## config.mk

```make
export PLATFORM = sky130hd
export DESIGN_NAME = instr_loader
export DESIGN_NICKNAME = d
export VERILOG_FILES = /design/src/rtl/cpu_pkg.sv /design/src/rtl/opcode_legal.sv /design/src/rtl/instr_loader.sv
export SDC_FILE = /design/constraint.sdc
export NUM_CORES = 1
export LEC_CHECK = 0
export ABC_AREA = 1
export BUFFER_PORTS_ARGS = -buffer_cell sky130_fd_sc_hd__buf_2
export CAP_MARGIN = 20
export CORE_MARGIN = 1
export CORE_UTILIZATION = 50
export CTS_CLUSTER_DIAMETER = 30
export DETAILED_ROUTE_END_ITERATION = 8
export GPL_TIMING_DRIVEN = 0
export PLACE_DENSITY_LB_ADDON = 0.12
export SLEW_MARGIN = 20
export SYNTH_ARGS = -nofsm -noshare
export SYNTH_HDL_FRONTEND = slang
export SYNTH_SLANG_ARGS = --single-unit
```

## constraint.sdc

```tcl
create_clock -name clk -period 2.7 [get_ports clk]
set_clock_uncertainty 0.2 [all_clocks]
set_input_delay 0.135 -clock clk [delete_from_list [all_inputs] [get_ports clk]]
set_output_delay 0.135 -clock clk [all_outputs]
set_load 0.05 [all_outputs]
```

## src/rtl/cpu_pkg.sv

```systemverilog
// Shared CPU definitions: implemented opcodes and the program-loader state encoding.
package cpu_pkg;

  localparam int unsigned OPCODE_W = 6;
  localparam int unsigned WORD_W   = 32;
  localparam int unsigned BYTE_W   = 8;
  localparam int unsigned HDR_W    = 16;

  localparam logic [OPCODE_W-1:0] OP_RTYPE = 6'b000000;
  localparam logic [OPCODE_W-1:0] OP_ADDI  = 6'b001000;
  localparam logic [OPCODE_W-1:0] OP_ANDI  = 6'b001100;
  localparam logic [OPCODE_W-1:0] OP_XORI  = 6'b001110;
  localparam logic [OPCODE_W-1:0] OP_SLTIU = 6'b001011;
  localparam logic [OPCODE_W-1:0] OP_LW    = 6'b100011;
  localparam logic [OPCODE_W-1:0] OP_SW    = 6'b101011;
  localparam logic [OPCODE_W-1:0] OP_BEQ   = 6'b000100;
  localparam logic [OPCODE_W-1:0] OP_BNE   = 6'b000101;
  localparam logic [OPCODE_W-1:0] OP_J     = 6'b000010;
  localparam logic [OPCODE_W-1:0] OP_JAL   = 6'b000011;

  typedef enum logic [2:0] {
    LD_IDLE,
    LD_HDR_HI,
    LD_HDR_LO,
    LD_DATA,
    LD_WRITE,
    LD_DONE
  } loader_state_t;

endpackage

```

## src/rtl/opcode_legal.sv

```systemverilog
// Flags whether a 6-bit opcode is one the CPU controller implements.
module opcode_legal
  import cpu_pkg::*;
(
  input  logic [OPCODE_W-1:0] opcode,
  output logic                legal_c
);

  always_comb begin
    legal_c = 1'b0;
    case (opcode)
      OP_RTYPE, OP_ADDI, OP_ANDI, OP_XORI, OP_SLTIU,
      OP_LW, OP_SW, OP_BEQ, OP_BNE, OP_J, OP_JAL: legal_c = 1'b1;
      default:                                    legal_c = 1'b0;
    endcase
  end

endmodule

```

## src/rtl/instr_loader.sv

```systemverilog
// Byte-stream program loader: assembles big-endian words from a host link and
// writes them into instruction memory from word 0, holding the CPU meanwhile.
module instr_loader
  import cpu_pkg::*;
#(
  parameter int unsigned ADDR_W = 8
) (
  input  logic                clk,
  input  logic                rst,
  input  logic                start,
  input  logic                in_valid,
  input  logic [BYTE_W-1:0]   in_data,
  output logic                in_ready,
  output logic                im_we,
  output logic [ADDR_W-1:0]   im_addr,
  output logic [WORD_W-1:0]   im_wdata,
  output logic                cpu_hold,
  output logic                busy,
  output logic                done,
  output logic                err_len,
  output logic                err_illegal,
  output logic [ADDR_W:0]     word_count
);

  localparam int unsigned CAPACITY = 1 << ADDR_W;
  localparam int unsigned CNT_W    = ADDR_W + 1;

  loader_state_t     state;
  loader_state_t     state_nxt_c;
  logic [HDR_W-1:0]  n_words;
  logic [1:0]        byte_idx;

  logic              xfer_c;
  logic [HDR_W-1:0]  hdr_full_c;
  logic              hdr_too_big_c;
  logic              last_word_c;
  logic              op_legal_c;

  assign xfer_c        = in_valid && in_ready;
  assign hdr_full_c    = {n_words[HDR_W-1:BYTE_W], in_data};
  assign hdr_too_big_c = 32'(hdr_full_c) > CAPACITY;
  // word_count has not yet been bumped while in WRITE, hence the +1
  assign last_word_c   = (32'(word_count) + 32'd1) == 32'(n_words);

  opcode_legal u_opcode_legal (
    .opcode  (im_wdata[WORD_W-1 -: OPCODE_W]),
    .legal_c (op_legal_c)
  );

  // Next-state decode
  always_comb begin
    state_nxt_c = state;
    case (state)
      LD_IDLE, LD_DONE: begin
        if (start) state_nxt_c = LD_HDR_HI;
      end
      LD_HDR_HI: begin
        if (xfer_c) state_nxt_c = LD_HDR_LO;
      end
      LD_HDR_LO: begin
        if (xfer_c) begin
          if (hdr_full_c == '0 || hdr_too_big_c) state_nxt_c = LD_DONE;
          else                                   state_nxt_c = LD_DATA;
        end
      end
      LD_DATA: begin
        if (xfer_c && byte_idx == 2'd3) state_nxt_c = LD_WRITE;
      end
      LD_WRITE: begin
        state_nxt_c = last_word_c ? LD_DONE : LD_DATA;
      end
      default: state_nxt_c = LD_IDLE;
    endcase
  end

  // State, datapath and registered status outputs
  always_ff @(posedge clk) begin
    if (rst) begin
      state       <= LD_IDLE;
      n_words     <= '0;
      byte_idx    <= '0;
      in_ready    <= 1'b0;
      im_we       <= 1'b0;
      im_addr     <= '0;
      im_wdata    <= '0;
      cpu_hold    <= 1'b0;
      busy        <= 1'b0;
      done        <= 1'b0;
      err_len     <= 1'b0;
      err_illegal <= 1'b0;
      word_count  <= '0;
    end else begin
      state    <= state_nxt_c;
      in_ready <= (state_nxt_c == LD_HDR_HI) || (state_nxt_c == LD_HDR_LO) ||
                  (state_nxt_c == LD_DATA);
      im_we    <= (state_nxt_c == LD_WRITE);
      cpu_hold <= (state_nxt_c != LD_IDLE) && (state_nxt_c != LD_DONE);
      busy     <= (state_nxt_c != LD_IDLE) && (state_nxt_c != LD_DONE);
      done     <= (state_nxt_c == LD_DONE);

      case (state)
        LD_IDLE, LD_DONE: begin
          if (start) begin
            err_len     <= 1'b0;
            err_illegal <= 1'b0;
            word_count  <= '0;
            im_addr     <= '0;
            byte_idx    <= '0;
            n_words     <= '0;
          end
        end
        LD_HDR_HI: begin
          if (xfer_c) n_words[HDR_W-1:BYTE_W] <= in_data;
        end
        LD_HDR_LO: begin
          if (xfer_c) begin
            n_words[BYTE_W-1:0] <= in_data;
            byte_idx            <= '0;
            if (hdr_too_big_c) err_len <= 1'b1;
          end
        end
        LD_DATA: begin
          if (xfer_c) begin
            im_wdata <= {im_wdata[WORD_W-BYTE_W-1:0], in_data};
            byte_idx <= byte_idx + 2'd1;
          end
        end
        LD_WRITE: begin
          word_count <= word_count + CNT_W'(1);
          im_addr    <= im_addr + ADDR_W'(1);
          // Illegal words are still written; the flag only reports them
          if (!op_legal_c) err_illegal <= 1'b1;
        end
        default: ;
      endcase
    end
  end

endmodule
```

## Yosys cells after proc, flatten, opt, wreduce, memory -nomap -nowiden

Cells that the tools add are included.

- Register bits: 76
- Output and inout bits: 56
- Logic and storage cells: 96

- $add $sub $neg: 4
- $lt $le $gt $ge: 1
- Equal/unequal tests: 29
- Multiplexer cells: 26
- Reduce and logical (&&, ||, !) cells: 23

Operators with widths:

| cell | number |
|---|---|
| 8-bit case mux with 2 select lines | 3 |
| 6-bit by 4-bit == test with 1-bit output (second input constant) | 4 |
| 3-bit 2-to-1 mux | 6 |
| 9-bit case mux with 2 select lines | 1 |
| 10-bit by 16-bit == test with 1-bit output | 1 |
| 16-bit by 9-bit greater-than comparator with 1-bit output (second input constant) | 1 |
| 16-bit logical NOT | 1 |
| 16-bit 2-to-1 mux | 1 |
| 8-bit 2-to-1 mux | 2 |
| 3-bit case mux with 5 select lines | 1 |
| 3-bit by 2-bit == test with 1-bit output (second input constant) | 4 |
| 3-bit == test (second input constant) | 4 |
| 6-bit by 2-bit == test with 1-bit output (second input constant) | 2 |
| 6-bit by 3-bit == test with 1-bit output (second input constant) | 2 |
| 6-bit == test (second input constant) | 2 |
| 2-bit != test (second input constant) | 6 |
| 11-bit OR reduction | 1 |
| 9-bit by 1-bit adder with 10-bit output (second input constant) | 1 |
| 9-bit by 1-bit adder with 9-bit output (second input constant) | 1 |
| 9-bit 2-to-1 mux | 1 |
| 3-bit AND reduction | 3 |
| 8-bit by 1-bit adder with 8-bit output (second input constant) | 1 |
| 4-bit AND reduction | 2 |
| 3-bit by 1-bit == test with 1-bit output (second input constant) | 2 |
| other kinds (15) | 30 |

## Logic depth before layout (Yosys ltp)

Gate-level depths: netlist of run 1.

- Depth after elaboration: 8
- Gate-level depth with buffers: 14

## Cells and area by module

From an unflattened synthesis of run 1, not the netlist that was laid out.

- Cell total of the unflattened synthesis: 505
- Area, all modules: 3515.9 µm²

Modules (own cells, without submodules):

| module | times used | cells an instance | area each (µm²) |
|---|---|---|---|
| instr_loader | 1 | 492 | 3458.3 |
| opcode_legal | 1 | 13 | 57.6 |

## Worst setup path after synthesis of run 1

Ideal clock, no wire load.

- Path kind: reg2reg
- Start point: register word_count[0]
- End point: register busy
- Library setup time: 114 ps
- Arrival time: 2040 ps
- Data required time: 2386 ps
- Path slack: 346 ps
- Cell stages (with the launch flop): 13
- Clock period less this slack: 2354 ps
- Cells stage by stage: dfxtp_1 -> ha_1 -> nand2_2 -> nor2_4 -> nand3_1 -> nand3_1 -> nand2_1 -> nor3_4 -> nand2_1 -> nand2_1 -> nand3_1 -> nand2_1 -> nand2_1

- Cells in the longest elaborated chain, start to end: 6
- Elaborated cells between the ends (all ways): 7
- Classes of those cells: add/sub: 1; eq/ne: 2; mux: 2; reduce/logical: 2

Ends and longest elaborated chain:

| item | line | RTL |
|---|---|---|
| start: declaration | instr_loader.sv:22 | `output logic [ADDR_W:0] word_count` |
| start signal: assignment | instr_loader.sv:129 | `word_count <= word_count + CNT_W'(1);` |
| 9-bit by 1-bit adder with 10-bit output (*) | instr_loader.sv:43 | `assign last_word_c = (32'(word_count) + 32'd1) == 32'(n_words);` |
| 10-bit by 16-bit == test with 1-bit output (*) | instr_loader.sv:43 |  |
| 3-bit 2-to-1 mux (*) | instr_loader.sv:70 | `state_nxt_c = last_word_c ? LD_DONE : LD_DATA;` |
| 3-bit case mux with 5 select lines (*) | instr_loader.sv:53 | `case (state)` |
| 3-bit != test or 3-bit nonzero test (tied branches) | instr_loader.sv:98 | `busy <= (state_nxt_c != LD_IDLE) && (state_nxt_c != LD_DONE);` |
| 1-bit logical AND (*) | instr_loader.sv:98 |  |
| end signal: assignment | instr_loader.sv:98 |  |
| end: declaration | instr_loader.sv:18 | `output logic busy,` |

Mark *: on every way between the ends. The rest lies on a longest branch, timed or not.
A chain may end at the register's enable or synchronous reset.

## Worst setup path after layout of run 1

Same ends and word-level chain as after synthesis.

==> summary.txt, run 1 <==
Status
  • Status: complete, but fails checks
  • Failing checks: DRC

Die
  • Initial Utilization: 0.528
  • Die X: 84.6 um
  • Core box area: 6460 um2
  • Die H: 84.6 um
  • Core Rows: 29
  • Die footprint: 7150 um2
  • Io pins: 68

Power
  • Sequential Power Share: 0.426
  • Total power: 2.88 mW
  • Pwr dens: 697 nW/um2
  • Pint: 1.92 mW
  • Clock power share: 0.326
  • Power share of the combinational group: 0.248
  • Maximum VDD drop: 0.000341 V
  • Sw Pwr: 0.960 mW
  • Leakage: 1.95 nW
  • Switching Share: 0.333

Final layout
  • Proportion of layout cells with a drive suffix above 1: 0.157
  • # fillers: 616
  • Reg area: 1520 um2
  • Final instance area: 4130 um2
  • Layout Nets: 605
  • Post-Layout Cell Count: 670
  • Area of the multi-input gates: 1650 um2
  • Ant. Diodes: 0
  • Area grow syn2layout: 21.3%

Hold path
  • Hold path cells: 4
  • HP Class: in -> reg
  • Hold Crit Start: rst
  • Worst Hold End: word_count[0]$_SDFFE_PP0P_

Placed design
  • Post-DP HPWL: 6070 um
  • Placed Instance Area: 3840 um2
  • GP Congestion: 0.855
  • Post-Place Cells: 648
  • Port Buffer Count: 67

STA
  • Worst-margin pin slew: 634 ps
  • Final setup viols: 0
  • Setup_tns: 0 ps
  • Max Slew Vio Count: 0
  • Worst hold margin: 34.9 ps
  • Highest clock rate: 0.440 GHz
  • Final hold vios: 0
  • RSZ-0062 raised after global routing: false
  • Worst slew margin: 0.576
  • Min cycle time layout: 2270 ps
  • Fin crit share: 0.843

Detailed routing
  • Routed via count: 3,432
  • Wirelength, routed: 8150 um
  • First DRT Iteration DRCs: 130
  • Routed len/inst: 12.2 um
  • Routed vias/inst: 5.12
  • DRT Pass-1 Iters: 6
  • Residual DRC: 6
  • Routed Antenna Nets: 0

Worst setup path
  • Crit end category: register
  • R2r worst-path depth: 12
  • CP Class: reg -> reg
  • Arrival @ worst endpoint: 2310 ps
  • WP data required: 2730 ps
  • Launching point of the worst reg2reg path: word_count[0]$_SDFFE_PP0P_
  • Startpoint type of the worst setup path: register
  • CP Max Fanout: 7
  • RR Endpoint: busy$_SDFF_PP0_
  • R2R setup slack: 430 ps

Clocking
  • Clk slew on worst S/H paths: 70 ps
  • Clock sink count: 76
  • CTS Buf Count: 9
  • CTS tree: yes
  • Clock buffer depth: 2
  • Clk root buf: clkbuf_8
  • Worst-Skew Late Latency: 340 ps
  • Post-cts sizing count: 0
  • H-tree depth: 3

Run
  • Max-cap viol count: 0

Yosys
  • Number of flops mapped to enable cells by yosys: 0
  • Synthesized area: 3410 um2
  • Seq cells post-synth: 76
  • Synth top area cells: dfxtp_1 (45%), nand2_1 (13%), nor2_1 (10%)
  • Synth unique cells: 29
  • Cell with the most instances after synthesis: nand2_1
  • Post-synth ARST share: 0
  • Area fraction of the dominant cell type after synthesis: 0.446
  • Top cells by count, synth: nand2_1 (122), nor2_1 (93), dfxtp_1 (76)
  • Top_reg_cell synth: dfxtp_1
  • Syn_area_per_cell: 6.76 um2
  • Syn nets: 519
  • Cells after Synth: 504
  • Synthesis Warnings: 0
  • Sequential share of the synthesized area: 0.446
  • Yosys top cell by area: dfxtp_1

GRT
  • Antenna violations before repair: 0
  • All-Layer GR Usage: 0.237
  • Grt ovf: 0
  • First-pass GRT wire length: 13,700 um
  • Vias in the first global route: 3,074
  • Largest net degree at the start of global routing: 13
per-layer routing:
layer	track usage	routed length, um
met5	0	0
met3	0.0433	343
met1	0.301	3860
met2	0.394	3810
met4	0.105	139
placed cells by master (no fill, tap or decap), drive strengths merged, types with 2 or more instances in the layout:
| master | Yosys | layout |
|---|---|---|
| nor3 | 7 | 7 |
| inv | 45 | 45 |
| a211oi | 4 | 4 |
| o21ai | 40 | 40 |
| nand3b | 2 | 2 |
| nand3 | 36 | 36 |
| a221oi | 2 | 2 |
| ha | 3 | 3 |
| dlygate4sd3 | 0 | 8 |
| bufinv | 0 | 2 |
| dfxtp | 76 | 76 |
| nand4 | 3 | 3 |
| buf | 3 | 70 |
| clkinv | 2 | 2 |
| clkbuf | 13 | 23 |
| a21oi | 44 | 44 |
| nand2 | 124 | 124 |
| clkinvlp | 0 | 2 |
| nor2 | 96 | 96 |
cell families after synthesis:
family / count (synthesis) / share of synthesized area
adders and majority gates: 3 / 0.0110
buffers and inverters: 63 / 0.0709
AOI/OAI and AO/OA: 92 / 0.143
DFF: 76 / 0.446
and+or+nand+nor: 270 / 0.329
flip-flops by register name, summed over array words and instances (netlist names):
| register | cells |
|---|---|
| im_we | 1 |
| done | 1 |
| im_wdata | 32 |
| byte_idx | 2 |
| err_illegal | 1 |
| im_addr | 8 |
| state | 3 |
| busy | 1 |
| word_count | 9 |
| n_words | 16 |
| err_len | 1 |
| in_ready | 1 |
power by group through the flow:
stage          clock network, mW  registers (mW)  logic [mW]
2_1_floorplan                  0            1.34       0.456
3_3_place_gp                   0            1.25       0.695
3_5_place_dp                   0            1.25       0.706
4_1_cts                    0.955            1.23       0.716
5_1_grt                     1.00            1.23       0.800
6_report                   0.938            1.23       0.713
metrics by stage:
step                       util  setup WS [ps]
after floorplan               -            346
final                     0.640            425
after global routing      0.640            184
after CTS                 0.640            412
after global placement    0.595            448
after detailed placement  0.595            427
layout make-up:
type                            count  area share
Clock inverter                      4      0.0182
Sequential cell                    76       0.368
Buffer                             16      0.0157
Multi-Input combinational cell    365       0.398
Inverter                           47      0.0427
Timing Repair Buffer               75       0.101
Clock buffer                       10      0.0333
Tap cell                           77      0.0233
how the worst max path moves through the flow:
stage,from,endpoint,cells after the start,slack [ps]
after floorplan,word_count[0]$_SDFFE_PP0P_,busy$_SDFF_PP0_,12,350
after global placement,word_count[0]$_SDFFE_PP0P_,busy$_SDFF_PP0_,14,450
after detailed placement,word_count[0]$_SDFFE_PP0P_,busy$_SDFF_PP0_,14,430
after CTS,word_count[0]$_SDFFE_PP0P_,busy$_SDFF_PP0_,14,410
after global routing,word_count[0]$_SDFFE_PP0P_,busy$_SDFF_PP0_,14,180
final,word_count[0]$_SDFFE_PP0P_,busy$_SDFF_PP0_,12,430
what timing repair did:
action,CTS,global route
hold buffers,8,0
endpoints found under the hold margin,24,0
endpoints found under the setup margin,0,0
buffers inserted,0,0
worst max-delay path, stage by stage, from the launching register on:
cell and delay (ps):
dfxtp_1 480, ha_1 260, nand2_2 110, nor2_4 170, nand3_1 120, nand3_1 100, nand3_1 140, nor3_4 150
nand2_1 100, nand2_1 60, nand3_1 70, nand2_1 130, nand2_1 70
Note: power is estimated with default switching activity, not from simulation.
==> inputs of run 2 (changes only) <==
Settings changed: ABC_AREA 1 to 0.
Clock period 2.7 ns to 2.1 ns, I/O delays scaled along.
==> run 2 against run 1 <==
  * The flow finishes with violations (setup timing)
  * Clock-buffer cell count is 1 lower
  * Power is 10% higher
  * Combinational power is 22% lower
  * Die area is 2.1% higher
==> summary.txt, run 2 <==
Yosys
  • Number of flops mapped to enable cells by yosys: 0 (unchanged)
  • XOR/XNOR share of the synthesized area: 0.0327 (was 0)
  • Cell with the most instances after synthesis: nand2_1 (unchanged)
  • Synthesized area: 3480 um2 (was 3410 um2)
  • Largest family of logic cells by synthesized area: simple AND/OR/NAND/NOR gates (unchanged)
  • Sequential share of the synthesized area: 0.437 (was 0.446)
  • Synthesis Warnings: 0 (unchanged)
  • Post-Synth Adder-Cell Area: 0.0108 (was 0.0110)
  • Cells after Synth: 438 (was 504)
  • Syn_area_per_cell: 7.95 um2 (was 6.76 um2)
  • Compound-cell area share of the yosys netlist: 0.206 (was 0.143)
  • Post-synth ARST share: 0 (unchanged)
  • Top_reg_cell synth: dfxtp_1 (unchanged)
  • Synth top area cells: dfxtp_1 (44%), nand2_1 (9.5%), a21oi_1 (8.1%) (was dfxtp_1 (45%), nand2_1 (13%), nor2_1 (10%))
  • Syn nets: 453 (was 519)
  • Synth unique cells: 56 (was 29)
  • Mux contribution to synthesized area: 0.00647 (was 0)
  • Seq cells post-synth: 76 (unchanged)
  • Top cells by count, synth: nand2_1 (88), dfxtp_1 (76), a21oi_1 (56) (was nand2_1 (122), nor2_1 (93), dfxtp_1 (76))
  • Simple-gate share of the synthesized area: 0.272 (was 0.329)
  • Area fraction of the dominant cell type after synthesis: 0.437 (was 0.446)
  • Yosys top cell by area: dfxtp_1 (unchanged)

Clocking
  • Worst-Skew Late Latency: 350 ps (was 340 ps)
  • Clk root buf: clkbuf_8 (unchanged)
  • CTS Buf Count: 9 (unchanged)
  • CTS tree: yes (unchanged)
  • Clock sink count: 76 (unchanged)
  • Clock buffer depth: 2 (unchanged)
  • Clk slew on worst S/H paths: 80 ps (was 70 ps)
  • H-tree depth: 3 (unchanged)

Run
  • Max-cap viol count: 0 (unchanged)

STA
  • Final setup viols: 5 (was 0)
  • RSZ-0062 raised after global routing: true (was false)
  • Final hold vios: 0 (unchanged)
  • Min cycle time layout: 2390 ps (was 2270 ps)
  • Setup_tns: -858 ps (was 0 ps)
  • Highest clock rate: 0.419 GHz (was 0.440 GHz)
  • Final WS setup: -289 ps (was 425 ps)
  • Fin crit share: 1.14 (was 0.843)
  • Worst slew margin: 0.378 (was 0.576)
  • Worst-margin pin slew: 926 ps (was 634 ps)
  • Max Slew Vio Count: 0 (unchanged)

Die
  • Core box area: 6760 um2 (was 6460 um2)
  • Die H: 85.4 um (was 84.6 um)
  • Die footprint: 7300 um2 (was 7150 um2)
  • Io pins: 68 (unchanged)
  • Die X: 85.4 um (was 84.6 um)
  • Initial Utilization: 0.515 (was 0.528)
  • Core Rows: 30 (was 29)

Power
  • Leakage: 1.80 nW (was 1.95 nW)
  • Pwr dens: 699 nW/um2 (was 697 nW/um2)
  • Maximum VDD drop: 0.000494 V (was 0.000341 V)

Detailed routing
  • DRT Pass-1 Iters: 5 (was 6)
  • First DRT Iteration DRCs: 306 (was 130)
  • Routed via count: 3,540 (was 3,432)
  • Routed len/inst: 15.4 um (was 12.2 um)
  • Residual DRC: 0 (was 6)
  • Top sig layer: met4 (unchanged)
  • Routed vias/inst: 5.66 (was 5.12)
  • Met2 WL: 4380 um (was 3810 um)
  • Wl on met1: 4600 um (was 3860 um)
  • Routed Antenna Nets: 0 (unchanged)
  • WL met3: 543 um (was 343 um)
  • Wirelength, routed: 9610 um (was 8150 um)

Worst setup path
  • Startpoint type of the worst setup path: register (unchanged)
  • CP Class: reg -> reg (unchanged)
  • Arrival @ worst endpoint: 2430 ps (was 2310 ps)
  • WP data required: 2140 ps (was 2730 ps)
  • Worst path slowest cell: a2111oi_4 (was dfxtp_1)
  • Crit end category: register (unchanged)
  • CP Max Fanout: 5 (was 7)
  • Largest stage delay, worst path: 450 ps (was 480 ps)
  • Crit path cell chain: ha_4 > and2_4 > o21ai_4 > o311ai_4 > a2111oi_4 > o2111ai_2 > a2111oi_2 (was ha_1 > nand2_2 > nor2_4 > nand3_1 > nand3_1 > nand3_1 > nor3_4 > nand2_1 > nand2_1 > nand3_1 > nand2_1 > nand2_1)
  • Kind of cell adding the most delay to the critical path: compound AO/OA/AOI/OAI gates (was simple AND/OR/NAND/NOR gates)
  • Worst Path Buf+Inv: 0 (unchanged)

Final layout
  • Area grow syn2layout: 30.7% (was 21.3%)
  • Layout Nets: 555 (was 605)
  • Largest register FFs: 32 (unchanged)
  • Ant. Diodes: 0 (unchanged)
  • Most common cell after layout, fill and taps aside: nand2_1 (unchanged)
  • # fillers: 597 (was 616)
  • Core Util, Final: 0.673 (was 0.640)
  • Biggest regs: im_wdata: 32 flops, n_words: 16 flops, word_count: 9 flops (unchanged)
  • Commonest non-fill, non-tap cells in the layout: nand2_1 (88), buf_2 (68), dfxtp_1 (65) (was nand2_1 (122), nor2_1 (93), dfxtp_1 (76))
  • Top reg by flops: im_wdata (unchanged)
  • Proportion of layout cells with a drive suffix above 1: 0.299 (was 0.157)

GRT
  • First-pass GRT wire length: 15,400 um (was 13,700 um)
  • Grt ovf: 0 (unchanged)
  • Antenna violations before repair: 0 (unchanged)
  • Largest net degree at the start of global routing: 15 (was 13)
  • All-Layer GR Usage: 0.269 (was 0.237)
  • Vias in the first global route: 3,135 (was 3,074)

Placed design
  • Post-DP HPWL: 6490 um (was 6070 um)
  • GP Congestion: 0.865 (was 0.855)
  • Setup WS pre-CTS: -499 ps (was 427 ps)
  • Port Buffer Count: 67 (unchanged)

Status
  • Failing checks: setup timing (was DRC)
  • Status: complete, but fails checks (unchanged)

Hold path
  • HP Class: in -> reg (unchanged)
[run 2: cell types whose count changed after synthesis, moves of 6 or more]
cell      before  now
o21ai_0       40   12
nand3_1       36   11
nor2b_1        0    9
nand2_1      122   88
nor2_1        93   45
clkbuf_1      13   19
xnor2_1        0    8
a31oi_1        0   11
inv_1         44    6
a22oi_1        0    9
a21oi_1       43   56
[run 2: cell families after synthesis]
| group | after synthesis |
|---|---|
| mux | 2 |
| fa+ha+maj | 3 |
| flops | 76 |
| xor+xnor | 13 |
| compound gates | 113 |
| simple gates | 201 |
| buf+inv | 30 |
[run 2: report_power, final]
part	internal (mW)	leakage, nW	switching (mW)
logic	0.202	1.07	0.356
registers	1.46	0.621	0.0346
clock network	0.556	0.104	0.567
[run 2: through the flow]
stage	power (mW)	instance area [um2]	hold WS, ps	instances
3_5_place_dp	1.99	3990	169	585
5_1_grt	3.31	4550	97.6	625
4_1_cts	3.13	4410	42.0	615
3_3_place_gp	1.98	3990	160	585
6_report	3.18	4550	70.9	625
2_1_floorplan	1.86	3560	-19.0	438
[run 2: final timing paths]
kind | startpoint | to | slack [ps] | cells past startpoint
worst min-delay path | in_valid | byte_idx[1]$_SDFFE_PP0P_ | 70 | 5
worst max-delay path | word_count[1]$_SDFFE_PP0P_ | done$_SDFF_PP0_ | -290 | 7
worst max register to register | word_count[1]$_SDFFE_PP0P_ | done$_SDFF_PP0_ | -290 | 7
worst min register to register | err_illegal$_SDFFE_PP0P_ | err_illegal$_SDFFE_PP0P_ | 250 | 2
[run 2: metal layers]
metal  track usage  vias up
met2         0.403      107
met4        0.0742        0
li1              -     1739
met5             0        -
met3        0.0603       10
met1         0.389     1684
[run 2: area by class of cell]
cell class	count	area (um2)	share of cell area
clock buffers	9	124	0.0272
well taps	80	100	0.0220
plain buffers	24	123	0.0270
multi-input cells	332	2020	0.443
repair buffers	91	538	0.118
inverters	6	22.5	0.00495
flip-flops and latches	76	1550	0.341
clock inverters	7	73.8	0.0162
[run 2: tightest hold or removal path: stages]
cell and delay (ps):
buf_2 140, nand2_1 120, nor2b_2 70, nand3_1 80
a21oi_1 50
[run 2: timing repair]
action                     CTS  global route
resized for setup           25            29
hold endpoints to repair    25             0
setup buffers                5            10
hold buffers                 9             0
gates cloned                 0             0
setup endpoints to repair   54            53
pin swaps                   11             5
